`src/rtl/arb_pkg.sv`:
```
// Shared types and default constants for the handshake arbiter slice.
// The watchdog is only built when ARB_WATCHDOG_EN is defined.
package arb_pkg;

    typedef enum logic {
        IDLE = 1'b0,
        OWN  = 1'b1
    } arb_state_e;

    localparam int ARB_N       = 4;
    localparam int ARB_DW      = 32;
    localparam int ARB_TIMEOUT = 16;

endpackage

```
`src/rtl/rr_pick.sv`:
```
// Combinational round-robin picker: scans from (last+1) mod N and returns
// the first requester as a one-hot winner, plus a found flag.
module rr_pick
    import arb_pkg::*;
#(
    parameter  int N  = ARB_N,
    localparam int IW = $clog2(N)
) (
    input  logic [N-1:0]  req,
    input  logic [IW-1:0] last,
    output logic [N-1:0]  winner,
    output logic          found
);

    int idx;

    always_comb begin
        winner = '0;
        found  = 1'b0;
        idx    = 0;
        for (int k = 1; k <= N; k++) begin
            idx = (int'(last) + k) % N;
            if (!found && req[IW'(idx)]) begin
                winner[IW'(idx)] = 1'b1;
                found            = 1'b1;
            end
        end
    end

endmodule

```
`src/rtl/handshake_arbiter.sv`:
```
// N-master to one-slave valid/ready arbiter with round-robin ownership.
// Define ARB_WATCHDOG_EN to add a TIMEOUT-cycle ownership watchdog.
module handshake_arbiter
    import arb_pkg::*;
#(
    parameter int N       = ARB_N,
    parameter int DW      = ARB_DW,
    parameter int TIMEOUT = ARB_TIMEOUT
) (
    input  logic          clk,
    input  logic          reset,
    input  logic [N-1:0]  in_valid,
    input  logic [N*DW-1:0] in_data,
    output logic [N-1:0]  in_ready,
    output logic          out_valid,
    output logic [DW-1:0] out_data,
    input  logic          out_ready,
    output logic [N-1:0]  grant,
    output logic          timeout_err,
    output logic          proto_err
);

    localparam int IW = $clog2(N);

    if (N < 2 || N > 8 || DW < 1 || TIMEOUT < 1) begin : g_param_check
        $error("handshake_arbiter: parameter out of range");
    end

    arb_state_e    state_q, state_d;
    logic [N-1:0]  grant_q, grant_d;
    logic [IW-1:0] last_q, last_d;
    logic          proto_err_q, proto_err_d;
    logic [IW-1:0] owner;
    logic [N-1:0]  pick;
    logic          pick_found;
    logic          handshake;

`ifdef ARB_WATCHDOG_EN
    localparam int CW = $clog2(TIMEOUT + 1);
    logic [CW-1:0] wd_q, wd_d;
    logic          timeout_err_q, timeout_err_d;
    assign timeout_err = timeout_err_q;
`else
    assign timeout_err = 1'b0;
`endif

    rr_pick #(.N(N)) u_rr_pick (
        .req    (in_valid),
        .last   (last_q),
        .winner (pick),
        .found  (pick_found)
    );

    // grant_q is zero in IDLE, so the datapath needs no explicit state decode.
    always_comb begin
        owner    = '0;
        out_data = '0;
        for (int i = 0; i < N; i++) begin
            if (grant_q[i]) begin
                owner = IW'(i);
            end
            if (grant_q[i] && in_valid[i]) begin
                out_data = in_data[i*DW +: DW];
            end
        end
    end

    assign out_valid = |(grant_q & in_valid);
    assign in_ready  = grant_q & {N{out_ready}};
    assign grant     = grant_q;
    assign proto_err = proto_err_q;
    assign handshake = out_valid && out_ready;

    always_comb begin
        state_d     = state_q;
        grant_d     = grant_q;
        last_d      = last_q;
        proto_err_d = 1'b0;
`ifdef ARB_WATCHDOG_EN
        wd_d          = '0;
        timeout_err_d = 1'b0;
`endif
        case (state_q)
            IDLE: begin
                if (pick_found) begin
                    state_d = OWN;
                    grant_d = pick;
                end
            end
            OWN: begin
                if (handshake) begin
                    state_d = IDLE;
                    grant_d = '0;
                    last_d  = owner;
                end else if (!in_valid[owner]) begin
                    // Abandoned request: rotation is not advanced.
                    state_d     = IDLE;
                    grant_d     = '0;
                    proto_err_d = 1'b1;
                end
`ifdef ARB_WATCHDOG_EN
                else if (wd_q == CW'(TIMEOUT - 1)) begin
                    state_d       = IDLE;
                    grant_d       = '0;
                    last_d        = owner;
                    timeout_err_d = 1'b1;
                end else begin
                    wd_d = wd_q + CW'(1);
                end
`endif
            end
            default: begin
                state_d = IDLE;
                grant_d = '0;
            end
        endcase
    end

    always_ff @(posedge clk) begin
        if (!reset) begin
            state_q     <= IDLE;
            grant_q     <= '0;
            last_q      <= IW'(N - 1);
            proto_err_q <= 1'b0;
`ifdef ARB_WATCHDOG_EN
            wd_q          <= '0;
            timeout_err_q <= 1'b0;
`endif
        end else begin
            state_q     <= state_d;
            grant_q     <= grant_d;
            last_q      <= last_d;
            proto_err_q <= proto_err_d;
`ifdef ARB_WATCHDOG_EN
            wd_q          <= wd_d;
            timeout_err_q <= timeout_err_d;
`endif
        end
    end

endmodule

```
`config.mk`:
```
export PLATFORM = sky130hd
export DESIGN_NAME = handshake_arbiter
export DESIGN_NICKNAME = d
export VERILOG_FILES = /design/src/rtl/arb_pkg.sv /design/src/rtl/rr_pick.sv /design/src/rtl/handshake_arbiter.sv
export SDC_FILE = /design/constraint.sdc
export NUM_CORES = 1
export LEC_CHECK = 0
export ABC_AREA = 1
export CAP_MARGIN = 30
export CORE_AREA = 5 5 65 67
export CTS_CLUSTER_DIAMETER = 120
export DETAILED_ROUTE_END_ITERATION = 10
export DIE_AREA = 0 0 70 72
export DONT_BUFFER_PORTS = 1
export PLACE_DENSITY = 0.7
export SYNTH_ARGS = -nofsm -noshare
export SYNTH_HDL_FRONTEND = slang
export SYNTH_SLANG_ARGS = --single-unit
```
`constraint.sdc`:
```
create_clock -name clk -period 4.5 [get_ports clk]
set_clock_uncertainty 0.2 [all_clocks]
set_input_delay 0.9 -clock clk [delete_from_list [all_inputs] [get_ports clk]]
set_output_delay 0.9 -clock clk [all_outputs]
set_load 0.005 [all_outputs]
```
==> implementation parameters, run 1 <==
Parameter                              Value

Worst setup path
  Critical path cell sequence ... nand2_2 > inv_2 > nand2_1 > a31oi_1
  Crit path from ... in_valid[2]
  Kind of launch point of the worst setup path ... input pin
  Buffers and inverters on the worst path ... 1
  End of the critical path ... out_data[19]
  Cell at the slowest stage of the critical path ... sky130_fd_sc_hd__inv_2
  Worst Path Class, Setup ... in2out
  Worst R2R Start ... grant[2]
  Endpoint kind of the worst setup timing path ... primary output
  Number of gates on the worst path with buffers counted ... 4
  FF-to-FF setup slack ... roughly 1.9 ns
  Depth of the most critical reg-to-reg path ... 8
  CP max stage delay ... ~0.60 ns
  Required time reported for the critical path endpoint ... 3.40 ns
  Data arrival time of the worst path ... 2.27 ns
  Reg-to-reg endpoint ... grant[3]
  Max FO, Critical Path ... 34
  Family with the most delay on the worst path ... buffers and inverters

Worst hold path
  Worst hold path depth ... 2
  Type of the worst min-delay path ... reg2reg

Clock tree
  TritonCTS clock tree ... done
  Setup bufs post-CTS ... 0
  Root buffer cell ... sky130_fd_sc_hd__clkbuf_4
  Clock net sink count ... 8
  Cts-stage hold buffer count ... 0
  CTS-repair resized insts ... 0
  Number of CTS-inserted buffers ... 3
  Clock Path Buffers ... 2
  Deepest level of the CTS H-tree ... 1
  Clock transition at the registers of the reported paths ... ~0.050 ns
  Clock latency of the later-clocked register in the worst-skew pair ... 0.25 ns

Finish
  Synth-to-Final Area Change ... -0.261%
  Net count, final ... 480
  Proportion of layout cells with a drive suffix above 1 ... 0.0567
  Diode count ... 0
  Layout Cell Area excl Fill ... 1910 µm²
  Fillcell total ... 376

STA
  Total of endpoints with negative setup slack in the final report ... 0
  Final period util ... 0.748
  Setup_tns ... 0 ns
  Highest clock rate ... 0.297 GHz
  Tmin final ... 3.37 ns
  Slew at the pin with the worst max-slew slack ... 0.903 ns
  Worst Hold Slack ... 0.333 ns
  RSZ-0062 raised after global routing ... no
  Headroom to the max-slew limit ... 0.396
  Slew Limit Fails ... 0
  Count of endpoints failing hold in the final timing report ... 0

Floorplanning
  I/O Pins ... around 180
  Height of the chip ... 72 µm
  Die Span X ... 70 µm
  Initial cell density of the core ... 0.536
  # rows ... 22
  Core Box Area ... approximately 3600 µm²
  Die Outline Area ... just over 5000 µm²

Yosys
  Post-synthesis sequential area ratio ... 0.0834
  Largest area contributor in the synthesized netlist ... sky130_fd_sc_hd__nand2_1
  Net Count, Synth ... 501
  Post-synth cell types ... 25
  Top-area cell type share of the netlist area ... 0.203
  Number of register bits inferred by synthesis ... 8
  Mapped cell area ... ~1900 µm²
  Mean cell area of the mapped netlist ... 5.36 µm²
  Total of warnings raised by yosys ... 0
  Synth top area cells ... sky130_fd_sc_hd__nand2_1 20%, sky130_fd_sc_hd__o211ai_1 13%, sky130_fd_sc_hd__nand3_1 12%, sky130_fd_sc_hd__a31oi_1 10%, sky130_fd_sc_hd__dfxtp_1 8.3%
  Cell count after synthesis ... between 300 and 400

Status
  Run status ... finished, final reports clean

Routing
  Antenna Violating Nets Remaining ... 0
  Routed Wire Length ... 6.78 mm
  Uppermost routed layer ... met4
  Via count ... 2445
  Count of routing violations after the opening detailed-route iteration ... 219
  DRC ... 0
  WL per Instance ... between 15 and 20 µm
  Met1 wire length ... 2.58 mm
  Via density per instance ... 6.38
  Detailed route wirelength on metal2 ... 3.41 mm
  Detailed-routing iteration count for the pre-antenna-repair pass ... 4
  Total length of routed met3 wires ... 672 µm

Global routing
  Largest net degree at the start of global routing ... 55
  Number of global-route vias before repair ... 2253
  GR Util All Layers ... 0.247
  Antenna violations before repair ... 0
  First-pass GRT wire length ... 10.5 mm
  Global route overflow ... 0

Placed design
  HPWL after detailed placement ... 5.24 mm
  Number of buffers added on ports ... 0
  Global placement routability congestion ... 0.949
  Area after detailed placement ... 1890 µm²

Flow run
  Total of max-cap violations ... 0

Power
  Post-route total power ... approximately 260 µW
  Maximum vdd drop ... 51.1 µV
  Power density over the cells ... 134 nW/µm²
  Leakage power ... 0.000902 µW
per-layer routing:
metal / track usage / vias up
met4: 0.0787 / 0
met1: 0.312 / 1088
met3: 0.0499 / 14
li1: - / 1208
met5: 0 / -
met2: 0.422 / 135
cells in the mapped netlist (all sizes together):
library cell  count
a21oi            15
a31oi            31
and2              1
buf               9
clkbuf           20
conb              1
dfxtp             8
ha                8
inv              22
nand2           111
nand3            46
nand3b            2
nand4             6
nor2             37
nor4              1
o211ai           34
o21a              1
o21ai             5
how the worst min path moves through the flow:
stage / start / endpoint / slack (ns)
after global routing: state_q / state_q / 0.38
final: state_q / state_q / 0.33
after CTS: state_q / state_q / 0.34
after detailed placement: state_q / state_q / 0.33
after floorplan: state_q / state_q / 0.30
after global placement: state_q / state_q / 0.32
placed cells by master (no fill, tap or decap):
cell                       count
sky130_fd_sc_hd__a31oi_1      31
sky130_fd_sc_hd__nand3_1      46
sky130_fd_sc_hd__nor2_1       36
sky130_fd_sc_hd__a21oi_1      15
sky130_fd_sc_hd__nand2_1     102
sky130_fd_sc_hd__nand2_4       2
sky130_fd_sc_hd__dfxtp_1       8
sky130_fd_sc_hd__nand4_1       5
sky130_fd_sc_hd__o211ai_1     34
sky130_fd_sc_hd__inv_1        20
sky130_fd_sc_hd__clkbuf_4      3
sky130_fd_sc_hd__o21a_1        1
sky130_fd_sc_hd__conb_1        1
sky130_fd_sc_hd__nor2_8        1
sky130_fd_sc_hd__nand2_2       7
sky130_fd_sc_hd__ha_1          8
sky130_fd_sc_hd__inv_2         2
sky130_fd_sc_hd__o21ai_0       5
sky130_fd_sc_hd__nor4_1        1
sky130_fd_sc_hd__nand3b_1      2
sky130_fd_sc_hd__buf_4         3
sky130_fd_sc_hd__nand4_2       1
sky130_fd_sc_hd__and2_1        1
area by class of cell:
cell class	instances	area, µm²	area share
Tap cell	48	60.1	0.0314
Sequential cell	8	160	0.0837
Clock buffer	3	22.5	0.0118
Multi-Input combinational cell	299	1570	0.818
Inverter	22	82.6	0.0431
Timing Repair Buffer	3	22.5	0.0118
worst reg2reg max path: stages (launching register included):
cell	delay [ns]
sky130_fd_sc_hd__dfxtp_1	0.51
sky130_fd_sc_hd__nand2_2	0.44
sky130_fd_sc_hd__inv_2	0.60
sky130_fd_sc_hd__o21ai_0	0.15
sky130_fd_sc_hd__o21ai_0	0.17
sky130_fd_sc_hd__nand3_1	0.17
sky130_fd_sc_hd__nand2_2	0.14
sky130_fd_sc_hd__nand2_1	0.06
sky130_fd_sc_hd__a21oi_1	0.14
state kept, by name, summed over array words and instances (netlist names):
name / cells
last_q: 2
state_q: 1
proto_err: 1
grant: 4
logic make-up after synthesis:
kind of cell	Yosys count	synth area share
AOI/OAI and AO/OA	86	0.290
and+or+nand+nor	204	0.469
adders and majority gates	8	0.0522
buffers and inverters	51	0.103
DFF	8	0.0834
other	1	0.00195
where the power goes:
part	switching [µW]	internal, µW
clock network	24.6	30.5
logic	77.8	40.5
registers	8.25	74.9
per-stage QoR:
stage	instances	worst slack, ns	util
final	383	1.13	0.535
after global routing	383	0.919	0.535
after CTS	383	1.14	0.535
after detailed placement	380	1.14	0.529
after global placement	380	1.16	0.529
after floorplan	358	1.66	-
(Power assumes the default switching activity.)
==> inputs of run 2 (changes only) <==
--- a/config.mk
+++ b/config.mk
@@ -7,12 +7,12 @@
 export LEC_CHECK = 0
 export ABC_AREA = 1
 export CAP_MARGIN = 30
-export CORE_AREA = 5 5 65 67
+export CORE_AREA = 5 5 66 68
 export CTS_CLUSTER_DIAMETER = 120
 export DETAILED_ROUTE_END_ITERATION = 10
-export DIE_AREA = 0 0 70 72
+export DIE_AREA = 0 0 71 73
 export DONT_BUFFER_PORTS = 1
-export PLACE_DENSITY = 0.7
+export PLACE_DENSITY = 0.68
 export SYNTH_ARGS = -nofsm -noshare
 export SYNTH_HDL_FRONTEND = slang
 export SYNTH_SLANG_ARGS = --single-unit
==> constraint.sdc (replaced) <==
create_clock -name clk -period 3.2 [get_ports clk]
set_clock_uncertainty 0.2 [all_clocks]
set_input_delay 0.64 -clock clk [delete_from_list [all_inputs] [get_ports clk]]
set_output_delay 0.64 -clock clk [all_outputs]
set_load 0.005 [all_outputs]
==> implementation parameters, run 2 (same netlist as run 1, synthesis figures left out) <==
Parameter                              Value

Status
  Run status ... finished, final reports clean

Flow run
  Total of max-cap violations ... 0

Clock tree
  Deepest level of the CTS H-tree ... 1
  Setup bufs post-CTS ... 0
  TritonCTS clock tree ... done
  Clock Path Buffers ... 2
  Number of CTS-inserted buffers ... 3
  Clock transition at the registers of the reported paths ... approximately 0.04 ns
  CTS-repair resized insts ... 0
  Clock latency of the later-clocked register in the worst-skew pair ... ~0.23 ns
  Clock net sink count ... 8
  Cts-stage hold buffer count ... 0
  Root buffer cell ... sky130_fd_sc_hd__clkbuf_8

STA
  Count of endpoints failing hold in the final timing report ... 0
  Tmin final ... 2.61 ns
  Highest clock rate ... 0.383 GHz
  Setup_tns ... 0 ns
  Headroom to the max-slew limit ... 0.643
  RSZ-0062 raised after global routing ... no
  Total of endpoints with negative setup slack in the final report ... 0
  Slew Limit Fails ... 0
  Final period util ... 0.816
  Slew at the pin with the worst max-slew slack ... 0.535 ns

Power
  Post-route total power ... 406 µW
  Leakage power ... slightly above 0.0009 µW
  Maximum vdd drop ... 93.7 µV
  Power density over the cells ... 206 nW/µm²

Global routing
  Number of global-route vias before repair ... approximately 2100
  Global route overflow ... 0
  GR Util All Layers ... 0.231
  First-pass GRT wire length ... 9.87 mm
  Antenna violations before repair ... 0
  Largest net degree at the start of global routing ... 66

Floorplanning
  Initial cell density of the core ... 0.505
  I/O Pins ... 178
  Height of the chip ... 73 µm
  Die Span X ... 71 µm
  # rows ... 23
  Die Outline Area ... 5180 µm²
  Core Box Area ... 3800 µm²

Worst setup path
  Cell at the slowest stage of the critical path ... sky130_fd_sc_hd__dfxtp_1
  CP max stage delay ... 0.63 ns
  Required time reported for the critical path endpoint ... about 2.4 ns
  Critical path cell sequence ... buf_4 > nand3_1 > nand2_1 > o211ai_1 > a31oi_1
  Worst Path Class, Setup ... reg2out
  Family with the most delay on the worst path ... flip-flops
  Endpoint kind of the worst setup timing path ... primary output
  Max FO, Critical Path ... 22
  Kind of launch point of the worst setup path ... register
  Data arrival time of the worst path ... 1.77 ns
  Buffers and inverters on the worst path ... 1

Routing
  Detailed-routing iteration count for the pre-antenna-repair pass ... 4
  Routed Wire Length ... 6.61 mm
  DRC ... 0
  WL per Instance ... 17.1 µm
  Via count ... 2379
  Via density per instance ... 6.15
  Antenna Violating Nets Remaining ... 0
  Count of routing violations after the opening detailed-route iteration ... 183

Finish
  Most frequent cells in the layout ... 102 x sky130_fd_sc_hd__nand2_1, 46 x sky130_fd_sc_hd__nand3_1, 36 x sky130_fd_sc_hd__nor2_1
  Flip-flop count of the largest register after layout ... 4
  Net count, final ... 482
  Most frequent standard cell in the layout excluding fill and tap cells ... sky130_fd_sc_hd__nand2_1
  Synth-to-Final Area Change ... 2.93%
  Diode count ... 0
  Proportion of layout cells with a drive suffix above 1 ... 0.0623

Placed design
  Global placement routability congestion ... 0.850
  HPWL after detailed placement ... about 5.2 mm
  Number of buffers added on ports ... 0

Worst hold path
  Type of the worst min-delay path ... in2reg
==> run 2: cell count changes in the layout (fill, tap and decap cells not counted), sizes merged <==
| cell | previous run | this run |
|---|---|---|
| buf | 3 | 5 |
==> run 2: where the power goes <==
| part | total (µW) | internal, µW | switching [µW] |
|---|---|---|---|
| clock network | 122 | 81.6 | 40.7 |
| logic | 167 | 58.8 | 108 |
| registers | 117 | 106 | 11.5 |
==> run 2: worst reg2reg max path, cell delays in order, from the launching register on <==
cell,delay [ns]
sky130_fd_sc_hd__dfxtp_1,0.56
sky130_fd_sc_hd__inv_1,0.26
sky130_fd_sc_hd__ha_1,0.40
sky130_fd_sc_hd__nand3_1,0.21
sky130_fd_sc_hd__nand2_4,0.10
sky130_fd_sc_hd__nor2_1,0.22
sky130_fd_sc_hd__a21oi_1,0.11
sky130_fd_sc_hd__nand3_1,0.10
sky130_fd_sc_hd__nand2_1,0.06
sky130_fd_sc_hd__a21oi_1,0.12
==> run 2: path summary, 6_finish.rpt <==
kind,start,end,slack (ns),cells past startpoint
max,grant[0],out_data[2],0.59,5
min,reset,last_q[0],0.31,1
max reg2reg,last_q[1],grant[0],0.79,9
min reg2reg,state_q,state_q,0.35,2
==> run 2: metal layers <==
layer  up-vias  part of all wire  global-route usage
met2       120              0.47               0.374
met4         0             0.031              0.0981
met3        18              0.11              0.0647
met1      1039              0.39               0.288
li1       1202                 -                   -
met5         -                 0                   0
==> run 2: cell type report <==
cell class | instances | area [µm²]
multi-input combinational | 299 | 1570
timing repair buffer | 5 | 62.6
tap | 50 | 62.6
sequential | 8 | 160
clock buffer | 3 | 41.3
inverter | 22 | 82.6
fill | 407 | 1820
==> run 2: stage by stage <==
step / worst slack (ns) / std cells / util / instance area (µm²) / hold slack [ns]
5_1_grt: 0.455 / 387 / 0.520 / 1980 / 0.321
3_5_place_dp: 0.778 / 384 / 0.509 / 1930 / 0.345
2_1_floorplan: 0.885 / 358 / - / 1920 / 0.304
6_report: 0.588 / 387 / 0.520 / 1980 / 0.307
4_1_cts: 0.576 / 387 / 0.520 / 1980 / 0.304
3_3_place_gp: 0.788 / 384 / 0.509 / 1930 / 0.328
